`src/rtl/esfa_cmd_issuer.sv`:
```
// esfa_cmd_issuer: drives one ESFA command word at a time and returns the captured response.
// Optional statistics counters are enabled with the ESFA_ISSUER_STATS_EN macro.
module esfa_cmd_issuer #(
  parameter int RESP_LATENCY = 2
) (
  input  logic        clk,
  input  logic        rst_n,
  input  logic        cmd_valid,
  output logic        cmd_ready,
  input  logic        cmd_write,
  input  logic [7:0]  cmd_index,
  input  logic [7:0]  cmd_value,
  input  logic [7:0]  cmd_metadata,
  input  logic        cmd_is_meta,
  input  logic [7:0]  cmd_selector,
  output logic [47:0] bus_out,
  input  logic [47:0] bus_in,
  output logic        rsp_valid,
  input  logic        rsp_ready,
  output logic [7:0]  rsp_bool,
  output logic [7:0]  rsp_value,
  output logic        rsp_err
`ifdef ESFA_ISSUER_STATS_EN
  ,
  output logic [15:0] stat_cmds,
  output logic [15:0] stat_errs
`endif
);

  localparam logic [1:0] S_IDLE  = 2'd0;
  localparam logic [1:0] S_ISSUE = 2'd1;
  localparam logic [1:0] S_WAIT  = 2'd2;
  localparam logic [1:0] S_RESP  = 2'd3;

  // Counter value in the last ISSUE/WAIT cycle before the response is sampled.
  localparam logic [3:0] LAST_CNT = 4'(RESP_LATENCY - 1);

  logic [1:0]  state_q, state_d;
  logic [47:0] bus_out_q, bus_out_d;
  logic [3:0]  cnt_q, cnt_d;
  logic        rsp_valid_q, rsp_valid_d;
  logic [7:0]  rsp_bool_q, rsp_bool_d;
  logic [7:0]  rsp_value_q, rsp_value_d;
  logic        rsp_err_q, rsp_err_d;
  logic        accept;
  logic        capture;
  logic [3:0]  cnt_inc;
  logic [47:0] packed_word;

  assign cmd_ready = (state_q == S_IDLE);
  assign accept    = cmd_valid && cmd_ready;
  assign cnt_inc   = (cnt_q == 4'hF) ? cnt_q : cnt_q + 4'd1;

  assign packed_word = {cmd_selector, 7'b0, cmd_is_meta, cmd_metadata,
                        cmd_value, cmd_index, 7'b0, cmd_write};

  always_comb begin
    state_d     = state_q;
    bus_out_d   = bus_out_q;
    cnt_d       = cnt_q;
    rsp_valid_d = rsp_valid_q;
    rsp_bool_d  = rsp_bool_q;
    rsp_value_d = rsp_value_q;
    rsp_err_d   = rsp_err_q;
    capture     = 1'b0;
    case (state_q)
      S_IDLE: begin
        bus_out_d = 48'h0;
        if (accept) begin
          state_d   = S_ISSUE;
          bus_out_d = packed_word;
          cnt_d     = 4'd0;
        end
      end
      S_ISSUE, S_WAIT: begin
        if (cnt_q == LAST_CNT) begin
          capture     = 1'b1;
          state_d     = S_RESP;
          bus_out_d   = 48'h0;
          rsp_valid_d = 1'b1;
          rsp_bool_d  = bus_in[7:0];
          rsp_value_d = bus_in[15:8];
          rsp_err_d   = |bus_in[47:16];
        end else begin
          // Keep the fields on the bus but drop the write bit: one-cycle strobe.
          state_d   = S_WAIT;
          bus_out_d = {bus_out_q[47:1], 1'b0};
          cnt_d     = cnt_inc;
        end
      end
      S_RESP: begin
        bus_out_d = 48'h0;
        if (rsp_ready) begin
          state_d     = S_IDLE;
          rsp_valid_d = 1'b0;
        end
      end
      default: begin
        state_d   = S_IDLE;
        bus_out_d = 48'h0;
      end
    endcase
  end

  always_ff @(posedge clk) begin
    if (!rst_n) begin
      state_q     <= S_IDLE;
      bus_out_q   <= 48'h0;
      cnt_q       <= 4'd0;
      rsp_valid_q <= 1'b0;
      rsp_bool_q  <= 8'h0;
      rsp_value_q <= 8'h0;
      rsp_err_q   <= 1'b0;
    end else begin
      state_q     <= state_d;
      bus_out_q   <= bus_out_d;
      cnt_q       <= cnt_d;
      rsp_valid_q <= rsp_valid_d;
      rsp_bool_q  <= rsp_bool_d;
      rsp_value_q <= rsp_value_d;
      rsp_err_q   <= rsp_err_d;
    end
  end

  assign bus_out   = bus_out_q;
  assign rsp_valid = rsp_valid_q;
  assign rsp_bool  = rsp_bool_q;
  assign rsp_value = rsp_value_q;
  assign rsp_err   = rsp_err_q;

`ifdef ESFA_ISSUER_STATS_EN
  logic [15:0] stat_cmds_q, stat_cmds_d;
  logic [15:0] stat_errs_q, stat_errs_d;

  always_comb begin
    stat_cmds_d = stat_cmds_q;
    stat_errs_d = stat_errs_q;
    if (accept) stat_cmds_d = stat_cmds_q + 16'd1;
    if (capture && (|bus_in[47:16])) stat_errs_d = stat_errs_q + 16'd1;
  end

  always_ff @(posedge clk) begin
    if (!rst_n) begin
      stat_cmds_q <= 16'h0;
      stat_errs_q <= 16'h0;
    end else begin
      stat_cmds_q <= stat_cmds_d;
      stat_errs_q <= stat_errs_d;
    end
  end

  assign stat_cmds = stat_cmds_q;
  assign stat_errs = stat_errs_q;
`endif

endmodule
```
`config.mk`:
```
export PLATFORM = sky130hd
export DESIGN_NAME = esfa_cmd_issuer
export DESIGN_NICKNAME = d
export VERILOG_FILES = /design/src/rtl/esfa_cmd_issuer.sv
export SDC_FILE = /design/constraint.sdc
export NUM_CORES = 1
export LEC_CHECK = 0
export BUFFER_PORTS_ARGS = -buffer_cell sky130_fd_sc_hd__buf_4
export CORE_ASPECT_RATIO = 0.75
export CORE_MARGIN = 4
export CORE_UTILIZATION = 25
export DETAILED_ROUTE_END_ITERATION = 7
export GPL_TIMING_DRIVEN = 0
export SLEW_MARGIN = 15
export SYNTH_ARGS = -nofsm -noshare
export SYNTH_HDL_FRONTEND = slang
export SYNTH_SLANG_ARGS = --single-unit
```
`constraint.sdc`:
```
create_clock -name clk -period 1.8 [get_ports clk]
set_clock_uncertainty 0.15 [all_clocks]
set_input_delay 0.18 -clock clk [delete_from_list [all_inputs] [get_ports clk]]
set_output_delay 0.18 -clock clk [all_outputs]
set_load 0.02 [all_outputs]
```
==> impl_metrics.env <==
export IMPL_drive_above_1_share=0.396
export IMPL_syn_inst=305
export IMPL_crit_path_frequent_cell="nand4_1"
export IMPL_grt_ovfl_total=0
export IMPL_slowest_delay_ns=0.37
export IMPL_dieArea_sq_um=12200
export IMPL_hp_class="in2reg"
export IMPL_grt_pass1_wl_microns=14200
export IMPL_multi_input_area_sq_um=1310
export IMPL_clk_latency_ns=0.32
export IMPL_worstPathRequired_ns=1.90
export IMPL_synth_top_area_frac=0.443
export IMPL_die_y_microns=96.7
export IMPL_path_cells="inv_4, ha_4, buf_8, nand4_1, nand4_1, or3_1, a21boi_1"
export IMPL_antenna_found_initial=0
export IMPL_r2r_end="cnt_q[3]$_SDFFE_PN0P_"
export IMPL_wl_microns=9060
export IMPL_ys_top_cells_by_area="dfxtp_1, a21boi_1, nand2_1, nand3_1, buf_4"
export IMPL_ff2ff_setup_slack_ns=0.03
export IMPL_crit_path_end_kind="flip-flop"
export IMPL_whs_ns=0.0276
export IMPL_r2r_start="state_q[1]$_SDFFE_PN0P_"
export IMPL_power_density_nw_per_um2=1310
export IMPL_cp_num_buf_inv=2
export IMPL_placementRows=32
export IMPL_crit_fanout=6
export IMPL_fin_area_sq_um=4920
export IMPL_clockRootBuffer="clkbuf_16"
export IMPL_tritoncts="yes"
export IMPL_cp_slowest_cell="or3_1"
export IMPL_tns_ns=0
export IMPL_seqCellArea_sq_um=1170
export IMPL_fin_cells=669
export IMPL_yosysTopAreaCell="dfxtp_1"
export IMPL_drtPass1Iterations=6
export IMPL_cap_violations=0
export IMPL_post_place_ws_ns=-0.297
export IMPL_critPathKind="reg2reg"
export IMPL_drc_errors=0
export IMPL_placed_area_sq_um=3880
export IMPL_coreArea_sq_um=10200
export IMPL_critical_path_top_delay_family="simple AND/OR/NAND/NOR gates"
export IMPL_worst_r2r_cell_count=7
export IMPL_status="finished clean"
export IMPL_ys_warn_count=0
export IMPL_routed_via_density=4.33
export IMPL_syn2layout_area_growth_pct=87.6
export IMPL_setup_slack_ns=0.0307
export IMPL_syn_avg_cell_area_sq_um=8.59
export IMPL_crit_path_start_kind="flip-flop"
export IMPL_grt_pass1_vias=2913
export IMPL_n_antenna_cell=0
export IMPL_port_buffers=138
export IMPL_wl_per_cell_microns=13.5
export IMPL_cts_htree_levels=3
export IMPL_fillCellCount=984
export IMPL_seq_area_frac_synth=0.443
export IMPL_drt_iter0_drc=58
export IMPL_die_x_microns=126
export IMPL_irDropWorstVdd_mv=0.473
export IMPL_finalHoldViolations=0
export IMPL_grt_max_degree=11
export IMPL_cts_sinks=58
export IMPL_min_from="cmd_valid"
export IMPL_clkTransAtPathRegs_ns=0.05
export IMPL_setup_viol_count_final=0
export IMPL_gp_congestion=0.812
export IMPL_netlist_area_sq_um=2620
export IMPL_cts_buffer_depth=2
export IMPL_num_vias=2896
export IMPL_numPlacedInstances=592
export IMPL_min_to="bus_out[0]$_SDFF_PP0_"
export IMPL_final_nets=623
export IMPL_hpwl_microns=6460
export IMPL_hold_path_depth=3
export IMPL_slew_viol_final=0
export IMPL_synth_seq_cells=58
export IMPL_postRouteAntennaNets=0
export IMPL_grt_use_total=0.144
export IMPL_timing_final_crit_share=0.983
export IMPL_fin_crit_ns=1.77
export IMPL_yosysUniqueCellTypes=37
export IMPL_cts_made_buffers=9
export IMPL_io_pins=153
export IMPL_arrival_ns=1.87
export IMPL_fmax_mhz=565
export IMPL_power_leakage_nw=2.15
export IMPL_initial_core_util=0.256
## state kept, by name, summed over array words and instances (netlist names)
register   count
rsp_err        1
rsp_valid      1
rsp_value      8
cnt_q          4
rsp_bool       8
state_q        2
bus_out       34
## Yosys cell counts
library cell   n
buf_2          2
o2111ai_1      1
a21boi_1      39
nand4b_1       1
dfxtp_1       58
nor2_1         1
o21a_1         1
ha_1           7
nor2_4         1
nand2_1       69
o211a_1        1
conb_1         1
o21ai_0        4
nand2_2        1
o2bb2ai_1      1
and3_1         1
nor2b_1        1
and4b_1        1
nand3_1       34
buf_4         18
nor4_1         8
clkbuf_1      11
a21boi_0      12
nor3_1         1
nand4bb_1      1
inv_1          5
or3_1          1
o41ai_1        1
nand2b_1       2
buf_6          4
o211ai_1       1
a31oi_1        2
and2_1         4
nand4_1        4
or3b_4         1
a21oi_1        3
nor4b_1        1
## area by class of cell
type | instances | area share
plain buffers | 33 | 0.0550
flip-flops and latches | 58 | 0.238
multi-input cells | 220 | 0.267
well taps | 136 | 0.0346
repair buffers | 203 | 0.342
clock inverters | 3 | 0.00814
inverters | 5 | 0.00483
clock buffers | 11 | 0.0514
## kinds of logic (layout without fill, tap and decap cells)
group,Yosys count,count (layout),synth area share
compound gates,66,66,0.184
fa+ha+maj,7,7,0.0334
buf+inv,40,255,0.0955
simple gates,133,133,0.243
other cells,1,14,0.00143
flops,58,58,0.443
## through the flow
stage          power [mW]  utilization
2_1_floorplan        3.26            -
3_3_place_gp         4.10        0.378
3_5_place_dp         4.15        0.378
4_1_cts              6.08        0.462
5_1_grt              6.89        0.480
6_report             6.46        0.480
## layer usage
layer  global-route usage  part of all wire  up-vias
li1                     -                 -     1465
met1                0.167              0.42     1313
met2                0.247              0.49      109
met3               0.0552             0.082        9
met4               0.0445             0.011        0
met5                    0                 0        -
## worst register-to-register path, cell delays in order, from the launching register on
cell and delay, ns:
dfxtp_2 0.36, inv_4 0.06, ha_4 0.24, buf_8 0.14, nand4_1 0.13, nand4_1 0.14
or3_1 0.37, a21boi_1 0.12
## cell usage in the layout, fill, tap and decap left out, types with 2 or more instances in the layout
| cell type | n |
|---|---|
| nor4_1 | 8 |
| clkbuf_8 | 3 |
| ha_1 | 5 |
| dfxtp_2 | 3 |
| inv_2 | 2 |
| a31oi_1 | 2 |
| dlygate4sd3_1 | 51 |
| clkbuf_4 | 2 |
| inv_4 | 2 |
| ha_4 | 2 |
| clkbuf_1 | 6 |
| nand3_1 | 34 |
| a21boi_0 | 10 |
| dfxtp_1 | 54 |
| buf_8 | 3 |
| clkbuf_16 | 10 |
| o21ai_0 | 3 |
| nand4_1 | 4 |
| nand2b_1 | 2 |
| clkinv_2 | 2 |
| buf_6 | 8 |
| buf_4 | 163 |
| and2_1 | 3 |
| conb_1 | 14 |
| a21oi_1 | 3 |
| nand2_1 | 67 |
| a21boi_1 | 41 |
| nand2_2 | 2 |
## how the worst max path moves through the flow
| stage | cells past startpoint | startpoint | endpoint |
|---|---|---|---|
| final | 7 | state_q[1]$_SDFFE_PN0P_ | cnt_q[3]$_SDFFE_PN0P_ |
| after global routing | 7 | state_q[1]$_SDFFE_PN0P_ | cnt_q[3]$_SDFFE_PN0P_ |
| after CTS | 8 | cnt_q[1]$_SDFFE_PN0P_ | bus_out[31]$_SDFFE_PN0P_ |
| after detailed placement | 7 | state_q[1]$_SDFFE_PN0P_ | bus_out[42]$_SDFFE_PN0P_ |
| after global placement | 7 | state_q[1]$_SDFFE_PN0P_ | bus_out[42]$_SDFFE_PN0P_ |
| after floorplan | 7 | state_q[1]$_SDFFE_PN0P_ | bus_out[31]$_SDFFE_PN0P_ |
## repair_timing
action | CTS | global route
pin swaps | 2 | 8
buffers inserted | 2 | 10
gates cloned | 0 | 2
setup endpoints to repair | 52 | 49
hold endpoints to repair | 51 | 0
hold buffers | 51 | 0
resized for setup | 21 | 28
## power by group
part	switching, mW	internal, mW
logic	1.63	1.48
registers	0.150	1.53
clock network	0.544	1.12
total	2.32	4.13
(Power assumes the default switching activity.)
